`config.mk`:
```
export PLATFORM = sky130hd
export DESIGN_NAME = pulse_scheduler
export DESIGN_NICKNAME = d
export VERILOG_FILES = /design/src/rtl/pulse_scheduler.sv
export SDC_FILE = /design/constraint.sdc
export NUM_CORES = 1
export LEC_CHECK = 0
export ABC_CLOCK_PERIOD_IN_PS = 3000
export CAP_MARGIN = 20
export CORE_MARGIN = 10
export CORE_UTILIZATION = 48
export DETAILED_ROUTE_END_ITERATION = 7
export GPL_TIMING_DRIVEN = 0
export PLACE_DENSITY = 0.86
export SETUP_SLACK_MARGIN = 0.3
export SLEW_MARGIN = 15
export SYNTH_ARGS = -nofsm -noshare
export SYNTH_HDL_FRONTEND = slang
export SYNTH_SLANG_ARGS = --single-unit
```
`constraint.sdc`:
```
create_clock -name clock -period 3 [get_ports clock]
set_input_delay 0.9 -clock clock [delete_from_list [all_inputs] [get_ports clock]]
set_output_delay 0.9 -clock clock [all_outputs]
set_load 0.02 [all_outputs]
```
`src/rtl/pulse_scheduler.sv`:
```
// pulse_scheduler
// Shares one registered pulse line between four requesters in round-robin
// order. The winner gets one high pulse whose width it supplies itself
// (0 is treated as 1), followed by GAP low guard cycles before the next
// grant can happen.
//
// Ports:
//   clock      system clock, all state changes on its rising edge
//   reset      asynchronous, active-high reset
//   req        level request, one bit per requester
//   widths     packed pulse widths, requester i uses widths[i*W +: W]
//   signal     shared pulse output (registered)
//   grant      one-hot owner of the current pulse (registered)
//   owner      binary index of the last granted requester (held)
//   done       one-cycle strobe in the cycle after the pulse falls
//   busy       high whenever the FSM is not IDLE
//   fsm_state  current FSM state, for debug and checker binding
//
// Handshake: there is no ready back to the requesters. req is a level
// that is only sampled in IDLE; a requester learns it was served by
// seeing its grant bit, and may drop req at any time after that without
// affecting the pulse in flight.
module pulse_scheduler #(
  parameter int N   = 4,
  parameter int W   = 4,
  parameter int GAP = 2
) (
  input  logic           clock,
  input  logic           reset,
  input  logic [N-1:0]   req,
  input  logic [N*W-1:0] widths,
  output logic           signal,
  output logic [N-1:0]   grant,
  output logic [1:0]     owner,
  output logic           done,
  output logic           busy,
  output logic [1:0]     fsm_state
);

  localparam logic [1:0] S_IDLE = 2'd0;
  localparam logic [1:0] S_HIGH = 2'd1;
  localparam logic [1:0] S_GAP  = 2'd2;

  localparam logic [W-1:0] GAP_LD = W'(GAP - 1);

  logic [1:0]   ptr;
  logic [W-1:0] cnt;

  logic [1:0]   win;
  logic [1:0]   idx;
  logic         found;
  logic [N-1:0] win_onehot;
  logic [W-1:0] wsel;
  logic [W-1:0] wl;
  logic [1:0]   ptr_next;

  // Round-robin search: first set request at or after ptr, wrapping.
  always_comb begin
    win   = '0;
    idx   = '0;
    found = 1'b0;
    for (int k = 0; k < N; k++) begin
      idx = 2'((int'(ptr) + k) % N);
      if (!found && req[idx]) begin
        win   = idx;
        found = 1'b1;
      end
    end
  end

  always_comb begin
    win_onehot      = '0;
    win_onehot[win] = 1'b1;
  end

  // A zero width still yields a one-cycle pulse.
  assign wsel     = widths[win*W +: W];
  assign wl       = (wsel == '0) ? W'(1) : wsel;
  assign ptr_next = 2'((int'(win) + 1) % N);

  assign busy = (fsm_state != S_IDLE);

  always_ff @(posedge clock or posedge reset) begin
    if (reset) begin
      fsm_state <= S_IDLE;
      signal    <= 1'b0;
      grant     <= '0;
      owner     <= '0;
      done      <= 1'b0;
      ptr       <= '0;
      cnt       <= '0;
    end else begin
      done <= 1'b0;
      case (fsm_state)
        S_IDLE: begin
          if (|req) begin
            grant     <= win_onehot;
            owner     <= win;
            signal    <= 1'b1;
            cnt       <= wl - W'(1);
            ptr       <= ptr_next;
            fsm_state <= S_HIGH;
          end
        end
        S_HIGH: begin
          // cnt was loaded with wl-1, so exiting at zero gives wl high cycles.
          if (cnt != '0) begin
            cnt <= cnt - W'(1);
          end else begin
            signal    <= 1'b0;
            grant     <= '0;
            done      <= 1'b1;
            cnt       <= GAP_LD;
            fsm_state <= S_GAP;
          end
        end
        S_GAP: begin
          if (cnt == '0) begin
            fsm_state <= S_IDLE;
          end else begin
            cnt <= cnt - W'(1);
          end
        end
        default: begin
          fsm_state <= S_IDLE;
          signal    <= 1'b0;
          grant     <= '0;
        end
      endcase
    end
  end

endmodule
```
==> flow_metrics.py <==
metrics = {
    "job": {
        "maxCapViolations": 0,
    },
    "clock_tree": {
        "clk_latency_ns": 0.28,
        "cts_made_buffers": 3,
        "clock-sinks": 16,
        "cts_tree": "done",
        "clock-root-buffer": "clkbuf_4",
        "cts_hold_buf": 0,
        "path_clk_slew_ns": 0.10,
        "h-tree-depth": 1,
        "clockBufferDepth": 2,
    },
    "timing": {
        "hold_violations": 0,
        "setup_viol": 0,
        "period_share_pct": 86.8,
        "postLayoutSetupSlackWorst_ns": 0.395,
        "period_minus_slack_ns": 2.61,
        "fmax_mhz": 384,
        "maxSlewViolCount": 0,
        "tns_ns": 0,
        "tightest_slew_ns": 0.624,
        "rsz0062_at_grt": "no",
        "slew_headroom_pct": 58.0,
        "fin_skew_ns": 0.00622,
    },
    "setup_path": {
        "critPathMaxFanout": 6,
        "path_class": "input pin to flip-flop",
        "required_ns": 3.21,
        "crit_path_end_kind": "flip-flop",
        "startpoint_type": "input pin",
        "reg2reg_from": "ptr[1]",
        "rr_endpoint": "cnt[1]",
        "reg2reg_depth": 10,
        "r2r_setup_slack_ns": 0.51,
        "crit_arrival_ns": 2.81,
    },
    "logic_synthesis": {
        "yosysTopAreaCell": "dfrtp_1",
        "synth_edf_count": 0,
        "synth_area_per_cell_um2": 9.34,
        "syn-instance-count": 133,
        "netlist_area_mm2": 0.00124,
        "syn_nets": 166,
        "ys_seq_elements": 16,
        "netlist_top_cells_area": "dfrtp_1, ha_1, o21ai_0",
        "synth_top_area_share_pct": 32.2,
        "ys_types": 43,
        "async_flop_share_pct": 100,
        "ys_warn_count": 0,
        "synth_ff_type": "dfrtp_1",
        "ys_seq_area_share_pct": 32.2,
    },
    "route": {
        "drtAntennaViolNets": 0,
        "dr.pass1.iters": 4,
        "route.detailed.drc": 0,
        "routedWlPerCell_um": 17.0,
        "drtIter0Drc": 79,
        "vias": 1228,
        "vias_per_cell": 5.77,
        "drt_wl_total_mm": 3.62,
    },
    "global_route": {
        "grt_max_degree": 17,
        "grt_pass1_wl_mm": 5.81,
        "grt_overflow": 0,
        "grt_pass1_vias": 1196,
        "antenna_found_initial": 0,
        "grt.total_usage_pct": 13.5,
    },
    "pwr": {
        "power_leakage_nw": 0.809,
        "pwr_density_cell_mw_per_mm2": 1070,
        "vdd_drop_max_mv": 0.790,
    },
    "placed_design": {
        "placed_cell_area_mm2": 0.00160,
        "dp.cells": 195,
        "pre_cts_slack_ns": -0.541,
        "dpl.hpwl_mm": 2.48,
        "portBuffers": 32,
        "gp_congestion": 0.758,
    },
    "cells_and_area": {
        "synthToLayoutAreaGrowth_pct": 45.3,
        "final_cell_mix": "clkdlybuf4s50_1, dfrtp_1, buf_4, inv_1, ha_1",
        "fin_util_pct": 72.9,
        "layout-drive-gt1-share_pct": 26.2,
        "fin_cells": 213,
        "nets": 217,
        "antenna_cells": 0,
        "final_common_cell": "clkdlybuf4s50_1",
        "fin_area_mm2": 0.00181,
    },
    "worst_hold_path": {
        "hold_class": "flip-flop to flip-flop",
        "min_from": "owner[0]",
        "hold_path_depth": 2,
        "worstHoldEndpoint": "owner[0]",
    },
    "floorplanning": {
        "start_util_pct": 50.2,
        "rows": 18,
        "die_w_um": 70.9,
        "die_h_um": 70.9,
        "core_area_mm2": 0.00248,
        "ios": 33,
        "die-area_mm2": 0.00502,
    },
    "run_status": {
        "status": "completed",
    },
}
[sequential cells by signal, indices dropped and copies added (netlist names)]
name	flops
cnt	4
done	1
owner	2
signal	1
fsm_state	2
grant	4
ptr	2
[worst max-delay path by stage]
stage	startpoint	end	slack (ns)	cells after the start
floorplan	req[2]	cnt[1]	0.35	10
global placement	req[0]	cnt[1]	-0.45	12
detailed placement	req[0]	cnt[1]	-0.54	12
CTS	req[2]	cnt[1]	0.31	11
global route	req[2]	cnt[1]	0.31	12
finish	req[0]	cnt[1]	0.39	13
[routing by layer]
layer / vias to the layer above / GRT usage, % / share of wire, %
met3: 10 / 4.46 / 7.2
met5: - / 0 / 0
met4: 0 / 3.44 / 2.2
li1: 597 / - / -
met2: 53 / 22.9 / 49
met1: 568 / 15.9 / 41
[synth_stat cells (all sizes together) (3+ instances only)]
master / n
dfrtp: 16
inv: 13
a21oi: 11
ha: 11
o21ai: 9
nand2: 8
nor2: 7
a21o: 5
a211oi: 4
a22o: 4
nand2b: 4
o31a: 4
nand4: 3
o211ai: 3
or2: 3
[timing repair]
action                     CTS  global route
buffers inserted             7             7
pin swaps                   10             6
setup endpoints to repair    2             3
gates resized for setup     19            13
[through the flow]
stage               total power [mW]  hold WS, ns
floorplan                       1.25        0.539
global placement                1.56        0.460
detailed placement              1.60        0.482
CTS                             1.84        0.507
global route                    2.11        0.528
finish                          1.94        0.496
[critical path, stage by stage]
cell and delay [ns]:
buf_2 0.15, a21oi_1 0.09, o21a_1 0.22, o22ai_4 0.22, inv_4 0.10, o211ai_1 0.10
buf_4 0.15, o2bb2a_4 0.16, a21oi_2 0.14, ha_1 0.25, o22ai_1 0.16, nand2_1 0.07
o21ai_1 0.09
[report_power, final]
group          switching, mW  internal, mW
Combinational          0.722         0.659
Sequential            0.0936         0.324
Clock                 0.0669        0.0738
Total                  0.882          1.06
[layout make-up]
cell class / instances / area (µm²)
repair buffers: 46 / 408
clock buffers: 4 / 36.3
plain buffers: 1 / 5.00
fillers: 187 / 672
inverters: 13 / 51.3
multi-input cells: 103 / 867
well taps: 30 / 37.5
flip-flops and latches: 16 / 400
[cell families after synthesis]
logic type	synth area share, %
AO/OA/AOI/OAI	33.3
AND/OR/NAND/NOR	17.3
flip-flops	32.2
buffers and inverters	4.33
adder cells (fa/ha/maj)	11.1
multiplexers	1.71
Power figures use the tool's default switching activity.
==> patch, RTL diff (same settings) <==
Change the parameter `W` from 4 to 3.
--- a/src/rtl/pulse_scheduler.sv
+++ b/src/rtl/pulse_scheduler.sv
@@ -22,7 +22,7 @@
 // affecting the pulse in flight.
 module pulse_scheduler #(
   parameter int N   = 4,
-  parameter int W   = 4,
+  parameter int W   = 3,
   parameter int GAP = 2
 ) (
   input  logic           clock,
Ports: changed (resized widths); port bits go from 33 to 29. No check against the original RTL was run, so the function may have changed too.
==> patch against the original RTL <==
- synthesized area down 15%
- largest cell class unchanged
- wire length down 29%
- power down 22%
- setup slack worse by 0.0013 ns
- critical path depth unchanged
- design area down 18%
- sequential cell count down 1
- first-iteration DRC count down 20%
- highest routed layer unchanged
- hold slack worse by 0.011 ns
- count of clock-buffer cells in the layout unchanged
==> patch: results <==
set metrics [dict create \
    status "finished, final reports clean" \
    slew_headroom 0.619 \
    utilization 0.731 \
    syn-instance-count 110 \
    skew_ns 0.00138 \
    vias_per_cell 5.28 \
    reg2reg_slack_ns 0.60 \
    route.met2.wl_um 1240 \
    ir_worst_vdd_uv 465 \
    min_to "signal$_DFFE_PP0P_" \
    arrival_ns 2.78 \
    syn-num-nets 139 \
    via_count 940 \
    m1WireLength_um 1130 \
    inverters 11 \
    buffers 38 \
    port-buffer-count 28 \
    slowest_stage "ha_2" \
    cpPeakStageDelay_ns 0.32 \
    drt_iter0_markers 63 \
    ys_top_cells_by_area "dfrtp_1 (36%), ha_1 (13%), mux2i_1 (5.7%), a21oi_1 (5.2%), nand2b_1 (4.1%)" \
    max_clock_freq_ghz 0.384 \
    gp_congestion 0.840 \
    top_regs "grant x4, cnt x3" \
    final_nets 181 \
    critPathMaxFanout 5 \
    grt_pass1_wl_um 4260 \
    clk-power_uw 116 \
]
patch: worst reg2reg max path, cell delays in order, from the launching register on:
cell      delay [ns]
dfrtp_1         0.54
a21o_1          0.18
a21oi_2         0.07
o22ai_4         0.26
mux2i_1         0.27
mux2i_2         0.14
nor2b_4         0.13
nor2_1          0.05
ha_2            0.32
nor2_1          0.04
a211oi_1        0.21
a21oi_1         0.06
patch: cell families (layout without fill, tap and decap cells):
kind of cell / Yosys count / count (layout) / synth area share
AO/OA/AOI/OAI: 33 / 33 / 0.236
AND/OR/NAND/NOR: 31 / 31 / 0.155
flip-flops: 15 / 15 / 0.355
buffers and inverters: 12 / 53 / 0.0426
adder cells (fa/ha/maj): 11 / 11 / 0.130
multiplexers: 8 / 8 / 0.0817
patch: repair_timing:
action                                  in CTS  in global routing
cloned                                       0                  0
endpoints found under the setup margin       3                  2
gates resized for setup                     13                 10
pin swaps                                    3                  4
buffers inserted                             6                  3
